===== src/rtl/led_pkg.sv =====
// Shared constants and types for the multiplexed seven-segment scanner:
// active-low segment patterns, scan state encoding and packed-BCD layout.
package led_pkg;

    // Active-low {g,f,e,d,c,b,a} patterns.
    localparam logic [6:0] SEG_OFF  = 7'h7F;
    localparam logic [6:0] SEG_DASH = 7'h3F;

    // Digit table, entry N is the pattern for decimal digit N.
    localparam logic [9:0][6:0] SEG_DIGIT = {
        7'h10, 7'h00, 7'h78, 7'h02, 7'h12,
        7'h19, 7'h30, 7'h24, 7'h79, 7'h40
    };

    // GAP: dead time with every output off. DRIVE: selected digit lit.
    typedef enum logic {
        GAP   = 1'b0,
        DRIVE = 1'b1
    } scan_state_e;

    // Packed-BCD field layout {hundreds, tens, ones}.
    localparam int BCD_DIGIT_W  = 4;
    localparam int BCD_ONES_LSB = 0;
    localparam int BCD_TENS_LSB = 4;
    localparam int BCD_HUND_LSB = 8;

endpackage


===== src/rtl/seg_decode.sv =====
// Combinational BCD nibble to active-low seven-segment decoder.
// Nibbles 10..15 are not decimal and show a dash.
module seg_decode
    import led_pkg::*;
(
    input  logic [3:0] nib_i,
    output logic [6:0] seg_o
);

    // Table lookup for decimal digits, dash for everything else.
    always_comb begin
        seg_o = SEG_DASH;
        if (nib_i <= 4'd9) begin
            seg_o = SEG_DIGIT[nib_i];
        end
    end

endmodule


===== src/rtl/led_digit_scan.sv =====
// Three-digit multiplexed seven-segment scanner.
// Captures packed BCD on load and shows it tear-free from the next frame
// boundary; each digit slot opens with a dead-time gap against ghosting.
// Optional build macro: LED_ZERO_BLANK_EN enables leading-zero blanking.
module led_digit_scan
    import led_pkg::*;
#(
    parameter int SCAN_DIV    = 50000,
    parameter int DEAD_CYCLES = 16
) (
    input  logic        clk,
    input  logic        rst,
    input  logic [11:0] dec,
    input  logic        load,
    output logic [6:0]  seg,
    output logic [2:0]  an,
    output logic        busy
);

    localparam int CNT_W = (SCAN_DIV > 1) ? $clog2(SCAN_DIV) : 1;
    localparam logic [CNT_W-1:0] CNT_LAST     = CNT_W'(SCAN_DIV - 1);
    localparam logic [CNT_W-1:0] CNT_GAP_LAST = CNT_W'(DEAD_CYCLES - 1);

    logic [11:0]      shown_q, shown_d;
    logic [11:0]      pend_q, pend_d;
    logic             pend_v_q, pend_v_d;
    logic [1:0]       idx_q, idx_d;
    logic [CNT_W-1:0] cnt_q, cnt_d;
    scan_state_e      state_q, state_d;
    logic [6:0]       seg_q, seg_d;
    logic [2:0]       an_q, an_d;

    logic             slot_end;
    logic             frame_end;
    logic [3:0]       digit_nib;
    logic [6:0]       digit_seg;
    logic             digit_blank;

    logic [3:0]       ones_nib;
    logic [3:0]       tens_nib;
    logic [3:0]       hund_nib;

    assign ones_nib  = shown_q[BCD_ONES_LSB +: BCD_DIGIT_W];
    assign tens_nib  = shown_q[BCD_TENS_LSB +: BCD_DIGIT_W];
    assign hund_nib  = shown_q[BCD_HUND_LSB +: BCD_DIGIT_W];

    assign slot_end  = (cnt_q == CNT_LAST);
    assign frame_end = slot_end && (idx_q == 2'd2);

    // Select the nibble of the digit currently being scanned.
    always_comb begin
        digit_nib = ones_nib;
        case (idx_q)
            2'd1:    digit_nib = tens_nib;
            2'd2:    digit_nib = hund_nib;
            default: digit_nib = ones_nib;
        endcase
    end

    // One decoder shared by all three digits through the idx mux.
    seg_decode u_seg_decode (
        .nib_i (digit_nib),
        .seg_o (digit_seg)
    );

`ifdef LED_ZERO_BLANK_EN
    // Leading zeros stay dark; the ones digit is always shown.
    always_comb begin
        digit_blank = 1'b0;
        case (idx_q)
            2'd1:    digit_blank = (hund_nib == 4'd0) && (tens_nib == 4'd0);
            2'd2:    digit_blank = (hund_nib == 4'd0);
            2'd3:    digit_blank = 1'b1;
            default: digit_blank = 1'b0;
        endcase
    end
`else
    // Every real digit is driven; the unused index 3 stays dark.
    always_comb begin
        digit_blank = (idx_q == 2'd3);
    end
`endif

    // Next-state for scan timing, load capture and registered outputs.
    always_comb begin
        shown_d  = shown_q;
        pend_d   = pend_q;
        pend_v_d = pend_v_q;
        idx_d    = idx_q;
        state_d  = state_q;
        cnt_d    = slot_end ? '0 : cnt_q + 1'b1;
        seg_d    = SEG_OFF;
        an_d     = 3'b111;

        if (slot_end) begin
            idx_d = (idx_q == 2'd2) ? 2'd0 : idx_q + 2'd1;
        end

        case (state_q)
            GAP:     if (cnt_q == CNT_GAP_LAST) state_d = DRIVE;
            DRIVE:   if (slot_end)              state_d = GAP;
            default: state_d = GAP;
        endcase

        // Last load wins until the frame boundary commits it.
        if (load) begin
            pend_d   = dec;
            pend_v_d = 1'b1;
        end

        // A load on the boundary cycle itself bypasses the pending slot.
        if (frame_end) begin
            if (load) begin
                shown_d  = dec;
                pend_v_d = 1'b0;
            end else if (pend_v_q) begin
                shown_d  = pend_q;
                pend_v_d = 1'b0;
            end
        end

        if ((state_q == DRIVE) && !digit_blank) begin
            seg_d = digit_seg;
            an_d  = ~(3'b001 << idx_q);
        end
    end

    // Single state register for the scan FSM, datapath and outputs.
    always_ff @(posedge clk) begin
        if (rst) begin
            shown_q  <= '0;
            pend_q   <= '0;
            pend_v_q <= 1'b0;
            idx_q    <= 2'd0;
            cnt_q    <= '0;
            state_q  <= GAP;
            seg_q    <= SEG_OFF;
            an_q     <= 3'b111;
        end else begin
            shown_q  <= shown_d;
            pend_q   <= pend_d;
            pend_v_q <= pend_v_d;
            idx_q    <= idx_d;
            cnt_q    <= cnt_d;
            state_q  <= state_d;
            seg_q    <= seg_d;
            an_q     <= an_d;
        end
    end

    assign seg  = seg_q;
    assign an   = an_q;
    assign busy = pend_v_q;

endmodule


===== config.mk =====
export PLATFORM = sky130hd
export DESIGN_NAME = led_digit_scan
export DESIGN_NICKNAME = d
export VERILOG_FILES = /design/src/rtl/led_pkg.sv /design/src/rtl/seg_decode.sv /design/src/rtl/led_digit_scan.sv
export SDC_FILE = /design/constraint.sdc
export NUM_CORES = 1
export LEC_CHECK = 0
export CORE_MARGIN = 4
export CORE_UTILIZATION = 55
export DETAILED_ROUTE_END_ITERATION = 12
export PLACE_DENSITY = 0.81
export REMOVE_ABC_BUFFERS = 1
export SETUP_SLACK_MARGIN = 0.5
export SYNTH_ARGS = -nofsm -noshare
export SYNTH_HDL_FRONTEND = slang
export SYNTH_SLANG_ARGS = --single-unit

===== constraint.sdc =====
create_clock -name clk -period 2.7 [get_ports clk]
set_clock_uncertainty 0.15 [all_clocks]
set_input_delay 0.54 -clock clk [delete_from_list [all_inputs] [get_ports clk]]
set_output_delay 0.54 -clock clk [all_outputs]
set_load 0.1 [all_outputs]

==> reports/metrics.yaml, run 1 <==
outcome: "finished, final reports clean"
grt_max_degree: 26
antenna_cells: 0
p_leak_nw: 1.04
die_x_um: 72.2
wl_met1_um: 1910
syn_area_per_cell_um2: 9.25
ys_top_cells_by_area: "dfxtp_1 48%, nor2_1 6.1%, mux2i_1 5.7%"
wl_met3_um: 176
vias: 1673
yosys-top-cells-count: "54 x dfxtp_1, 37 x nor2_1, 22 x nand2_1"
cts_buffers: 5
power_mw: 1.40
synthCells: 245
path_cells: "inv_1, ha_2, a22oi_2, a21o_1, inv_1, ha_1, o21ai_1, a21o_1, nand3_1"
clk_pin_slew_ns: 0.09
synth_top_family_by_area: "simple AND/OR/NAND/NOR gates"
critPathSlowestCell: "dfxtp_2"
clkSinkCount: 54
setup_ws_ns: 0.661
min_path_type: "register to register"
synth-adder-area-share_pct: 5.52
drc_errors: 0
synth-simple-area-share_pct: 22.5
syn_to_final_growth_pct: 19.5
grt_overflow: 0
yosys.area.top_type: "dfxtp_1"
slowest_delay_ns: 0.36
start_util_pct: 56.7
clock_tree.buffer_depth: 2
core-area_um2: 4000
vdd_drop_max_mv: 0.419
worst-path-buf-inv: 2
postSynth.asyncResetShare_pct: 0
cts.htree.levels: 2
pre_cts_ws_ns: 0.418
fill_cells: 329
ios: 26
fin_area_um2: 2710
synth_compound_area_share_pct: 9.11
start_kind: "register"
cp_data_required_time_ns: 2.73
ys_types: 37
wirelength_um: 4140
criticalPathCategory: "register to register"
worst_pin_slew_ns: 0.424
synth_mux_area_share_pct: 6.24
slew_headroom_pct: 71.7
yosysTopAreaCellShare_pct: 47.7
viasPerCell: 5.18
track_usage_pct: 17.2
dieArea_um2: 5210
fin_crit_ns: 2.04
drv_slew: 0
layout.nets: 297
first_global_vias: 1653
fin_crit_sh_pct: 75.5
top_layer: "met4"
synth_area_um2: 2270
wl_per_cell_um: 12.8
dr_wl_met2_um: 2030
tns_ns: 0
synth_seq_cells: 54
drtPass1Iterations: 4
drive_gt1_share_pct: 15.8
grt_pass1_wl_um: 7160
crit_family: "compound AO/OA/AOI/OAI gates"
drv_cap: 0
ys_seq_area_share_pct: 47.7
cp_max_fo: 5
clockRootBuffer: "clkbuf_8"
cp.arrival_ns: 2.07
initialDrtViolationCount: 156
hold_violations: 0
rows: 23
yosysMostFrequentCell: "dfxtp_1"
placed_cell_area_um2: 2530
port_buffers: 25
fp.dieH_um: 72.2
crit_path_end_kind: "register"
clock_latency_ns: 0.30
fmax_ghz: 0.490
ant_nets: 0
dp.cells: 314
setup_viol: 0
cts_tree: "done"
p_per_area_nw_per_um2: 515
dp_hpwl_um: 2900
synth-edff-count: 0
yosys_warnings: 0
antenna_found_initial: 0
rsz0062_at_grt: "false"
synth_ff_type: "dfxtp_1"
finalNonFillerCells: 323
place.gp.congestion: 0.818
synth_xor_area_share_pct: 5.41
==> sequential cells by signal (all words and copies together) (netlist names) <==
register,flops
an,3
pend_q,12
cnt_q,16
busy,1
idx_q,2
state_q,1
seg,7
shown_q,12
==> layout make-up <==
cell class / instances / area, um2 / share of cell area, %
timing repair buffer: 31 / 268 / 9.88
multi-input combinational: 174 / 1160 / 42.9
tap: 50 / 62.6 / 2.31
sequential: 54 / 1080 / 40.0
clock buffer: 8 / 110 / 4.06
inverter: 6 / 22.5 / 0.831
==> cells by family after synthesis <==
family	Yosys count
buf+inv	17
flops	54
simple gates	101
mux	14
fa+ha+maj	10
compound gates	35
xor+xnor	14
==> repair_timing <==
| item | CTS | global route |
|---|---|---|
| pin swaps | 0 | 1 |
| hold buffers | 0 | 0 |
| gates resized for setup | 5 | 10 |
| setup buffers | 0 | 1 |
| endpoints found under the setup margin | 6 | 7 |
| gates cloned | 0 | 0 |
==> worst reg2reg max path, cell delays in order (launching register included) <==
cell and delay (ns):
dfxtp_2 0.36, inv_1 0.11, ha_2 0.24, a22oi_2 0.21
a21o_1 0.20, inv_1 0.09, ha_1 0.22, o21ai_1 0.18
a21o_1 0.10, nand3_1 0.07
==> path summary, 6_finish.rpt <==
path | from | end | slack (ns) | cells after the start
min reg2reg | cnt_q[0] | cnt_q[0] | 0.31 | 1
max reg2reg | idx_q[1] | seg[5] | 0.66 | 9
min | cnt_q[0] | cnt_q[0] | 0.31 | 1
max | idx_q[1] | seg[5] | 0.66 | 9
==> where the power goes <==
part	internal (mW)	leakage, nW	total (mW)	switching, mW
clock network	0.259	0.0575	0.500	0.241
registers	0.811	0.440	0.817	0.00567
logic	0.0395	0.547	0.0784	0.0389
total	1.11	1.04	1.40	0.286
==> through the flow <==
stage	utilization [%]	hold WS, ns
after CTS	66.5	0.309
after detailed placement	63.3	0.296
after global routing	67.7	0.360
final	67.7	0.308
after floorplan	-	0.268
after global placement	63.3	0.282
==> routing by layer <==
metal | track usage [%] | vias up
met3 | 4.71 | 2
li1 | - | 875
met4 | 4.80 | 0
met1 | 21.1 | 767
met2 | 29.7 | 29
met5 | 0 | -
==> placed cells by master (no fill, tap or decap), types with 2 or more instances in the layout <==
| master | n |
|---|---|
| mux2i_1 | 12 |
| nor2_1 | 37 |
| o21ai_1 | 2 |
| nand2b_1 | 13 |
| clkdlybuf4s50_1 | 14 |
| nand3_1 | 9 |
| a21oi_1 | 3 |
| a21o_1 | 3 |
| xor2_1 | 8 |
| o211ai_1 | 2 |
| nor3_1 | 4 |
| o21ai_0 | 14 |
| clkbuf_8 | 8 |
| a21oi_2 | 3 |
| ha_2 | 2 |
| inv_1 | 6 |
| buf_4 | 17 |
| nand2_1 | 22 |
| and3_1 | 5 |
| a22oi_1 | 2 |
| dfxtp_2 | 2 |
| xnor2_1 | 6 |
| ha_1 | 7 |
| dfxtp_1 | 52 |
| and4_1 | 2 |
Power figures use the tool's default switching activity.
==> run 2: changes to the inputs <==
==> constraint.sdc (replaced) <==
create_clock -name clk -period 2.1 [get_ports clk]
set_clock_uncertainty 0.15 [all_clocks]
set_input_delay 0.42 -clock clk [delete_from_list [all_inputs] [get_ports clk]]
set_output_delay 0.42 -clock clk [all_outputs]
set_load 0.1 [all_outputs]
==> run 2 against run 1 <==
Net effect: first-iteration DRC count shrank 13%; wire length grew 39%; critical path depth shrank 3; die area is the same; worst hold slack gained 0.0033 ns; core utilization grew 13 points; sequential share of layout area shrank 6.1 points; sequential power grew 29%.
==> reports/metrics.yaml, run 2 (synthesis gave the netlist of run 1 again) <==
outcome: "finished, final reports clean"  # unchanged
cts_buffers: 5  # unchanged
r2r-end: "seg[1]"  # was seg[5]
rows: 23  # unchanged
combPwrFrac_pct: 6.4  # was 5.6%
grt_max_degree: 25  # was 26
whs_ns: 0.311  # was 0.308 ns
crit_path_end_kind: "register"  # unchanged
crit_family: "flip-flops"  # was compound AO/OA/AOI/OAI gates
viasPerCell: 5.46  # was 5.18
initialDrtViolationCount: 136  # was 156
clock_latency_ns: 0.31  # was 0.30 ns
cp_max_fo: 6  # was 5
multi_input_area_um2: 1410  # was 1160 um2
fill_cells: 248  # was 329
p_int_mw: 1.46  # was 1.11 mW
wl_per_cell_um: 16.5  # was 12.8 um
antenna_found_initial: 0  # unchanged
antenna_cells: 0  # unchanged
wirelength_um: 5740  # was 4140 um
ant_nets: 0  # unchanged
fp.dieH_um: 72.2  # unchanged
clock_tree.buffer_depth: 2  # unchanged
ctsHoldBuffers: 0  # unchanged
layout_commonest_cell: "dfxtp_1"  # unchanged
grt_overflow: 0  # unchanged
cp.depth: 6  # was 9
min_delay_path_depth: 1  # unchanged
cp_data_required_time_ns: 2.13  # was 2.73 ns
dp_hpwl_um: 3040  # was 2900 um
track_usage_pct: 19.7  # was 17.2%
reg.largest.list: "cnt_q (16), pend_q (12), shown_q (12)"  # unchanged
die_x_um: 72.2  # unchanged
p_per_area_nw_per_um2: 575  # was 515 nW/um2
fin_area_um2: 3240  # was 2710 um2
first_global_vias: 1763  # was 1653
fmax_ghz: 0.520  # was 0.490 GHz
worst-path-buf-inv: 2  # unchanged
slowest_delay_ns: 0.39  # was 0.36 ns
p_seq_share_pct: 56.4  # was 58.5%
drtPass1Iterations: 4  # unchanged
grt_pass1_wl_um: 8140  # was 7160 um
min_path_type: "register to register"  # unchanged
cp.arrival_ns: 1.95  # was 2.07 ns
layout.nets: 321  # was 297
drv_cap: 0  # unchanged
crit_path_start: "idx_q[0]"  # was idx_q[1]
vias: 1893  # was 1673
clockRootBuffer: "clkbuf_8"  # unchanged
drc_errors: 0  # unchanged
layout_common_cells: "44 x dfxtp_1, 32 x buf_4, 30 x nor2_1"  # was 52 x dfxtp_1, 37 x nor2_1, 22 x nand2_1
ff2ff_path_depth: 6  # was 9
start_kind: "register"  # unchanged
syn_to_final_growth_pct: 42.9  # was 19.5%
top_register: "cnt_q"  # unchanged
drive_gt1_share_pct: 39.4  # was 15.8%
ff2ff_setup_slack_ns: 0.18  # was 0.66 ns
reg2reg_from: "idx_q[0]"  # was idx_q[1]
whs_endpoint: "cnt_q[0]"  # unchanged
placed_cell_area_um2: 2620  # was 2530 um2
fin_crit_sh_pct: 91.5  # was 75.5%
vdd_drop_max_mv: 0.464  # was 0.419 mV
rsz0062_at_grt: "true"  # was false
clk_pin_slew_ns: 0.09  # about the same
pwr-share-clk_pct: 37.3  # was 35.9%
dieArea_um2: 5210  # unchanged
criticalPathCategory: "register to register"  # unchanged
power_mw: 1.86  # was 1.40 mW
start_util_pct: 56.7  # unchanged
largest_reg_flops: 16  # unchanged
critPathSlowestCell: "dfxtp_4"  # was dfxtp_2
setup_viol: 0  # unchanged
slew_headroom_pct: 74.5  # was 71.7%
cts_tree: "done"  # unchanged
p_sw_mw: 0.406  # was 0.286 mW
fin_crit_ns: 1.92  # was 2.04 ns
worst_pin_slew_ns: 0.381  # was 0.424 ns
p_leak_nw: 1.33  # was 1.04 nW
cts.htree.levels: 2  # unchanged
clkSinkCount: 54  # unchanged
ios: 26  # unchanged
place.gp.congestion: 0.841  # was 0.818
core-area_um2: 4000  # unchanged
regArea_um2: 1100  # was 1080 um2
hold_start: "cnt_q[0]"  # unchanged
swShare_pct: 21.8  # was 20.5%
drv_slew: 0  # unchanged
hold_violations: 0  # unchanged
port_buffers: 25  # unchanged
path_cells: "inv_4, ha_4, mux2i_1, buf_4, o21bai_4, o211ai_1"  # was inv_1, ha_2, a22oi_2, a21o_1, inv_1, ha_1, o21ai_1, a21o_1, nand3_1
run 2: changes by cell type in the layout (fill, tap and decap cells not counted), moves of 5 or more:
cell     change
buf_4       +15
buf_6        +5
dfxtp_1      -8
dfxtp_2      +6
nand2_1     -13
nand2_2      +7
nand2_4      +6
nor2_1       -7
o21ai_0     -14
o21ai_1      +7
o21ai_2      +7
run 2: area by class of cell:
type,count,area share (%)
Multi-Input combinational cell,174,43.6
Tap cell,50,1.93
Timing Repair Buffer,55,16.3
Inverter,6,0.850
Clock buffer,6,2.24
Sequential cell,54,33.9
Clock inverter,2,1.16
run 2: worst register-to-register path, cell delays in order (launching register included):
cell and delay, ns:
dfxtp_4 0.39, inv_4 0.06, ha_4 0.33, mux2i_1 0.36
buf_4 0.22, o21bai_4 0.15, o211ai_1 0.13
run 2: worst max path at each step:
stage | endpoint | slack, ns
detailed placement | seg[1] | -0.1
global placement | seg[0] | 0.02
global route | seg[0] | 0.11
floorplan | shown_q[0] | -0.19
CTS | seg[1] | 0.27
finish | seg[1] | 0.18
run 2: routing by layer:
metal	global-route usage, %	vias to the layer above	wire [um]
met4	9.19	0	211
li1	-	923	-
met1	22.6	889	2290
met5	0	-	0
met2	34.7	60	2920
met3	4.43	21	308
run 2: stage by stage:
step                setup TNS, ns  util, %  worst slack, ns  cells
global placement                0     65.4           0.0192    322
finish                          0     81.0            0.178    347
detailed placement         -0.329     65.4          -0.0973    322
floorplan                   -2.19        -           -0.189    234
CTS                             0     73.4            0.273    337
global route                    0     81.0            0.111    347
run 2: power by group through the flow:
stage | logic, mW | registers (mW) | clock network (mW)
after global placement | 0.106 | 1.07 | 0
after floorplan | 0.0395 | 1.08 | 0
after global routing | 0.130 | 1.05 | 0.738
after detailed placement | 0.108 | 1.07 | 0
final | 0.119 | 1.05 | 0.694
after CTS | 0.111 | 1.05 | 0.701
run 2: repair_timing:
item,4_1_cts,5_1_grt
cloned,0,3
hold endpoints to repair,0,0
pin swaps,15,19
setup endpoints to repair,38,40
resized for setup,41,67
setup buffers,7,7
==> RTL change 1, RTL diff (config.mk and constraints of run 1) <==
Add an input register stage for `dec` and `load`; this delays them by one clock. Comments in the files are not updated.
--- a/src/rtl/led_digit_scan.sv
+++ b/src/rtl/led_digit_scan.sv
@@ -20,6 +20,14 @@
     localparam int CNT_W = (SCAN_DIV > 1) ? $clog2(SCAN_DIV) : 1;
     localparam logic [CNT_W-1:0] CNT_LAST     = CNT_W'(SCAN_DIV - 1);
     localparam logic [CNT_W-1:0] CNT_GAP_LAST = CNT_W'(DEAD_CYCLES - 1);
+
+    logic [11:0] dec_q;
+    logic load_q;
+
+    always_ff @(posedge clk) begin
+        dec_q  <= dec;
+        load_q <= load;
+    end
 
     logic [11:0]      shown_q, shown_d;
     logic [11:0]      pend_q, pend_d;
@@ -103,15 +111,15 @@
         endcase
 
         // Last load wins until the frame boundary commits it.
-        if (load) begin
-            pend_d   = dec;
+        if (load_q) begin
+            pend_d   = dec_q;
             pend_v_d = 1'b1;
         end
 
         // A load on the boundary cycle itself bypasses the pending slot.
         if (frame_end) begin
-            if (load) begin
-                shown_d  = dec;
+            if (load_q) begin
+                shown_d  = dec_q;
                 pend_v_d = 1'b0;
             end else if (pend_v_q) begin
                 shown_d  = pend_q;
Formal check against the unedited RTL: not equivalent (a bounded check fails within 4 cycles, from zero or initial values and one cycle with rst high).
==> RTL change 1 against run 1 <==
- setup slack worse by 0.057 ns
- non-clock buffer count stayed put
- power increased by 52%
- sequential share of layout area increased by 2.5 points
- worst hold slack got worse by 0.015 ns
- routed wire length is 10% higher
- via count rose by 4.2%
- first-iteration DRC count is 23% lower
- synthesized cell count grew 1.2%
- clock power grew 100%
- utilization increased by 4.0 points
- synthesized area grew 13%
- sequential cell count up 13
- final area is 17% higher
- highest routed layer unchanged
==> RTL change 1: results <==
group,metric,value,unit
outcome,status,"completed",
cells_and_area,fillers,321,
yosys,synth_common_cells,"67 x dfxtp_1, 39 x nor2_1, 17 x mux2i_1",
yosys,ys_types,32,
placement,place_ws,0.203,ns
yosys,async_flop_share,0,
clock_network,max-clock-path-buffers,2,
yosys,ys_warn_count,0,
placement,routabilityCongestion,0.822,
global_route,gr-usage-all-layers,0.168,
global_route,grt_pass1_vias,1756,
yosys,synth_area_leaders,"dfxtp_1 53%, mux2i_1 6.7%, mux2_2 5.7%",
sta,slew_headroom,0.755,
clock_network,path_clk_slew,0.07,ns
sta,clock.fmax,0.477,GHz
setup_path,critPathArrivalTime,2.16,ns
yosys,yosysSeqAreaShare,0.525,
clock_network,clk_latency,0.34,ns
power,power.static_leakage,1.16,nW
hold_path,hold_class,"register to register",
setup_path,r2r_cells,9,
drt,via_count,1743,
cells_and_area,drive_gt1_frac,0.217,
cells_and_area,top_register,"cnt_q",
placement,io_buffers,25,
drt,drt_iter0_drc,120,
cells_and_area,largest_reg_flops,16,
power,max-vdd-ir-drop,410,uV
placement,post-dp-hpwl,3.02,mm
drt,firstDrtPassIters,4,
sta,hold_ws,0.292,ns
clock_network,cts_made_buffers,9,
setup_path,critPathCapture,"seg[3]",
setup_path,r2r_slack,0.60,ns
setup_path,reg2reg_from,"idx_q[1]",
cells_and_area,final_nets,307,
drt,wl_per_cell,13.5,um
clock_network,root_buffer,"clkbuf_8",
clock_network,htreeDepth,3,
global_route,grt_pass1_wl,7.88,mm
cells_and_area,antenna_cells,0,
setup_path,cp_max_fo,5,
setup_path,startpoint,"idx_q[1]",
global_route,antenna_found_initial,0,
global_route,grt_start_max_net_pins,23,
[RTL change 1: cell types whose count changed after synthesis, moves of 4 or more]
cell and change:
xnor2_1 +8, nand2_1 -12, mux2i_1 +4, mux2_2 +12, nor2b_1 +12, nand2b_1 -13
inv_1 +5, o21ai_0 -12, xor2_1 -8, nor3_1 +6, dfxtp_1 +13
[RTL change 1: worst min path at each step]
stage | startpoint | end | cells after the start
floorplan | cnt_q[0] | cnt_q[0] | 1
global placement | cnt_q[0] | cnt_q[0] | 1
global route | cnt_q[0] | cnt_q[0] | 1
CTS | cnt_q[0] | cnt_q[0] | 1
finish | cnt_q[0] | cnt_q[0] | 1
detailed placement | cnt_q[0] | cnt_q[0] | 1
[RTL change 1: repair_timing]
| action | CTS | global route |
|---|---|---|
| buffers inserted | 1 | 0 |
| setup endpoints to repair | 7 | 18 |
| endpoints found under the hold margin | 0 | 0 |
| resized for setup | 10 | 10 |
| hold buffers | 0 | 0 |
| pin swaps | 0 | 1 |
[RTL change 1: cell families after synthesis]
group | Yosys count | share of synthesized area
adders and majority gates | 10 | 0.0490
and+or+nand+nor | 89 | 0.170
xor gates and xnor gates | 14 | 0.0480
muxes | 30 | 0.124
DFF | 67 | 0.525
buffers and inverters | 19 | 0.0338
AOI/OAI and AO/OA | 19 | 0.0495
[RTL change 1: through the flow]
stage                     instance area [sq um]  cells
after CTS                                  3120    338
after global placement                     2830    322
after global routing                       3160    338
after floorplan                            2510    240
after detailed placement                   2830    322
final                                      3160    338
[RTL change 1: where the power goes]
group / total, mW / internal, mW / switching [mW] / leakage [nW]
combinational: 0.0831 / 0.0457 / 0.0374 / 0.489
clock: 1.02 / 0.659 / 0.359 / 0.122
sequential: 1.02 / 1.01 / 0.00799 / 0.550
total: 2.12 / 1.72 / 0.405 / 1.16
[RTL change 1: cell type report]
cell class	count	share of cell area
Clock buffer	11	0.0478
Clock inverter	4	0.0308
Inverter	11	0.0130
Multi-Input combinational cell	162	0.378
Sequential cell	67	0.425
Tap cell	52	0.0206
Timing Repair Buffer	31	0.0846
[RTL change 1: critical path, stage by stage, from the launching register on]
cell,delay [ns]
dfxtp_4,0.37
inv_2,0.07
ha_2,0.22
a22o_1,0.27
mux2i_4,0.16
buf_4,0.16
inv_1,0.06
ha_1,0.23
nor3_2,0.18
o21ai_0,0.12
[RTL change 1: per-layer routing]
layer  up-vias  wire, um  track usage
met1       790      2040        0.197
li1        897         -            -
met5         -         0            0
met3        14       246       0.0485
met4         0       120       0.0997
met2        42      2150        0.270
==> RTL change 2, RTL diff (config.mk and constraints of run 1) <==
Without the edit above. The option `LED_ZERO_BLANK_EN` is turned on by a define.
--- a/src/rtl/led_digit_scan.sv
+++ b/src/rtl/led_digit_scan.sv
@@ -2,6 +2,8 @@
 // Captures packed BCD on load and shows it tear-free from the next frame
 // boundary; each digit slot opens with a dead-time gap against ghosting.
 // Optional build macro: LED_ZERO_BLANK_EN enables leading-zero blanking.
+`define LED_ZERO_BLANK_EN
+
 module led_digit_scan
     import led_pkg::*;
 #(
Behaviour: same outputs for any inputs over 10 cycles, from zero or initial values and one cycle with rst high; that may be too few to reach the edited logic, so the function may still have changed.
==> RTL change 2 against run 1 <==
- maximum frequency shrank 3.6%
- routed wire length is 1.3% higher
- setup slack worse by 0.077 ns
- power down 5.3%
- final area up 4.5%
- critical endpoint is now seg[3]
- sequential cell count is the same
- synthesized area grew 3.7%
==> RTL change 2: results <==
group,metric,value,unit
outcome,status,"completed",
clock_network,root_buffer,"clkbuf_8",
drt,viasPerCell,5.26,
placement,io_buffers,25,
global_route,grt_pass1_wl,7.02,mm
drt,firstDrtPassIters,4,
placement,post-dp-hpwl,2.96,mm
cells_and_area,top_regs,"cnt_q: 16 flops, pend_q: 12 flops, shown_q: 12 flops",
setup_path,slowest_delay,0.38,ns
global_route,grt_start_max_net_pins,28,
power,max-vdd-ir-drop,320,uV
setup_path,cp_max_fo,5,
cells_and_area,final_nets,301,
sta,tightestPinTransition,0.528,ns
yosys,synth_area_leaders,"dfxtp_1 46%, mux2i_1 7.2%, ha_1 5.9%",
drt,wl_per_cell,12.9,um
setup_path,critPathArrivalTime,2.15,ns
yosys,yosysSeqAreaShare,0.460,
cells_and_area,fillers,306,
clock_network,htreeDepth,2,
drt,postRouteAntennaNets,0,
global_route,grt_pass1_vias,1638,
setup_path,crit_slowest_cell,"dfxtp_4",
power,power.static_leakage,1.09,nW
drt,drt_iter0_drc,86,
placement,routabilityCongestion,0.833,
clock_network,path_clk_slew,0.09,ns
global_route,gr-usage-all-layers,0.167,
global_route,antenna_found_initial,0,
yosys,ys_types,37,
cells_and_area,drive_gt1_frac,0.211,
yosys,synth_common_cells,"54 x dfxtp_1, 35 x nor2_1, 17 x mux2i_1",
==> RTL change 2: timing repair <==
| item | 4_1_cts | 5_1_grt |
|---|---|---|
| pin swaps | 0 | 0 |
| endpoints found under the hold margin | 0 | 0 |
| resized for setup | 11 | 8 |
| setup endpoints to repair | 7 | 7 |
| buffers inserted | 1 | 4 |
==> RTL change 2: area by class of cell <==
type	instances	area (sq um)	area share
clock buffer	5	68.8	0.0243
clock inverter	2	15.0	0.00531
inverter	6	22.5	0.00796
multi-input combinational	172	1270	0.449
sequential	54	1090	0.384
tap	50	62.6	0.0221
timing repair buffer	36	305	0.108
==> RTL change 2: kinds of logic after synthesis <==
family,count (synthesis),share of synthesized area
xor gates and xnor gates,14,0.0522
DFF,54,0.460
and+or+nand+nor,97,0.214
AOI/OAI and AO/OA,21,0.0564
buffers and inverters,15,0.0293
muxes,29,0.130
adders and majority gates,11,0.0585
==> RTL change 2: path summary, 6_finish.rpt <==
| check | from | to | slack [ns] | depth (start not counted) |
|---|---|---|---|---|
| worst max-delay path | idx_q[1] | seg[3] | 0.58 | 8 |
| worst max register to register | idx_q[1] | seg[3] | 0.58 | 8 |
| worst min register to register | cnt_q[0] | cnt_q[0] | 0.32 | 1 |
| worst min-delay path | cnt_q[0] | cnt_q[0] | 0.32 | 1 |
==> RTL change 2: stage by stage <==
stage	std cells	cell area, sq um	hold WS (ns)	setup WS [ns]
after floorplan	232	2300	0.276	0.263
after detailed placement	313	2640	0.299	0.201
after CTS	321	2780	0.322	0.510
after global placement	313	2640	0.293	0.334
after global routing	325	2830	0.348	0.460
final	325	2830	0.315	0.583
==> RTL change 2: metal layers <==
layer,part of all wire,track usage,up-vias
met2,0.49,0.288,26
met4,0.020,0.0845,0
li1,-,-,887
met5,0,0,-
met1,0.45,0.193,787
met3,0.039,0.0356,9
==> RTL change 2: critical path, delay by kind of cell, from the launching register on <==
| family | cells | cell delay [ns] |
|---|---|---|
| adders and majority gates | 2 | 0.45 |
| DFF | 1 | 0.38 |
| AOI/OAI and AO/OA | 2 | 0.37 |
| muxes | 1 | 0.24 |
| buffers and inverters | 2 | 0.21 |
| and+or+nand+nor | 1 | 0.19 |
==> RTL change 2: power breakdown <==
| group | leakage, nW | total (mW) | switching (mW) | internal, mW |
|---|---|---|---|---|
| Combinational | 0.613 | 0.0827 | 0.0373 | 0.0454 |
| Sequential | 0.440 | 0.816 | 0.00618 | 0.810 |
| Clock | 0.0362 | 0.423 | 0.246 | 0.177 |
| Total | 1.09 | 1.32 | 0.289 | 1.03 |
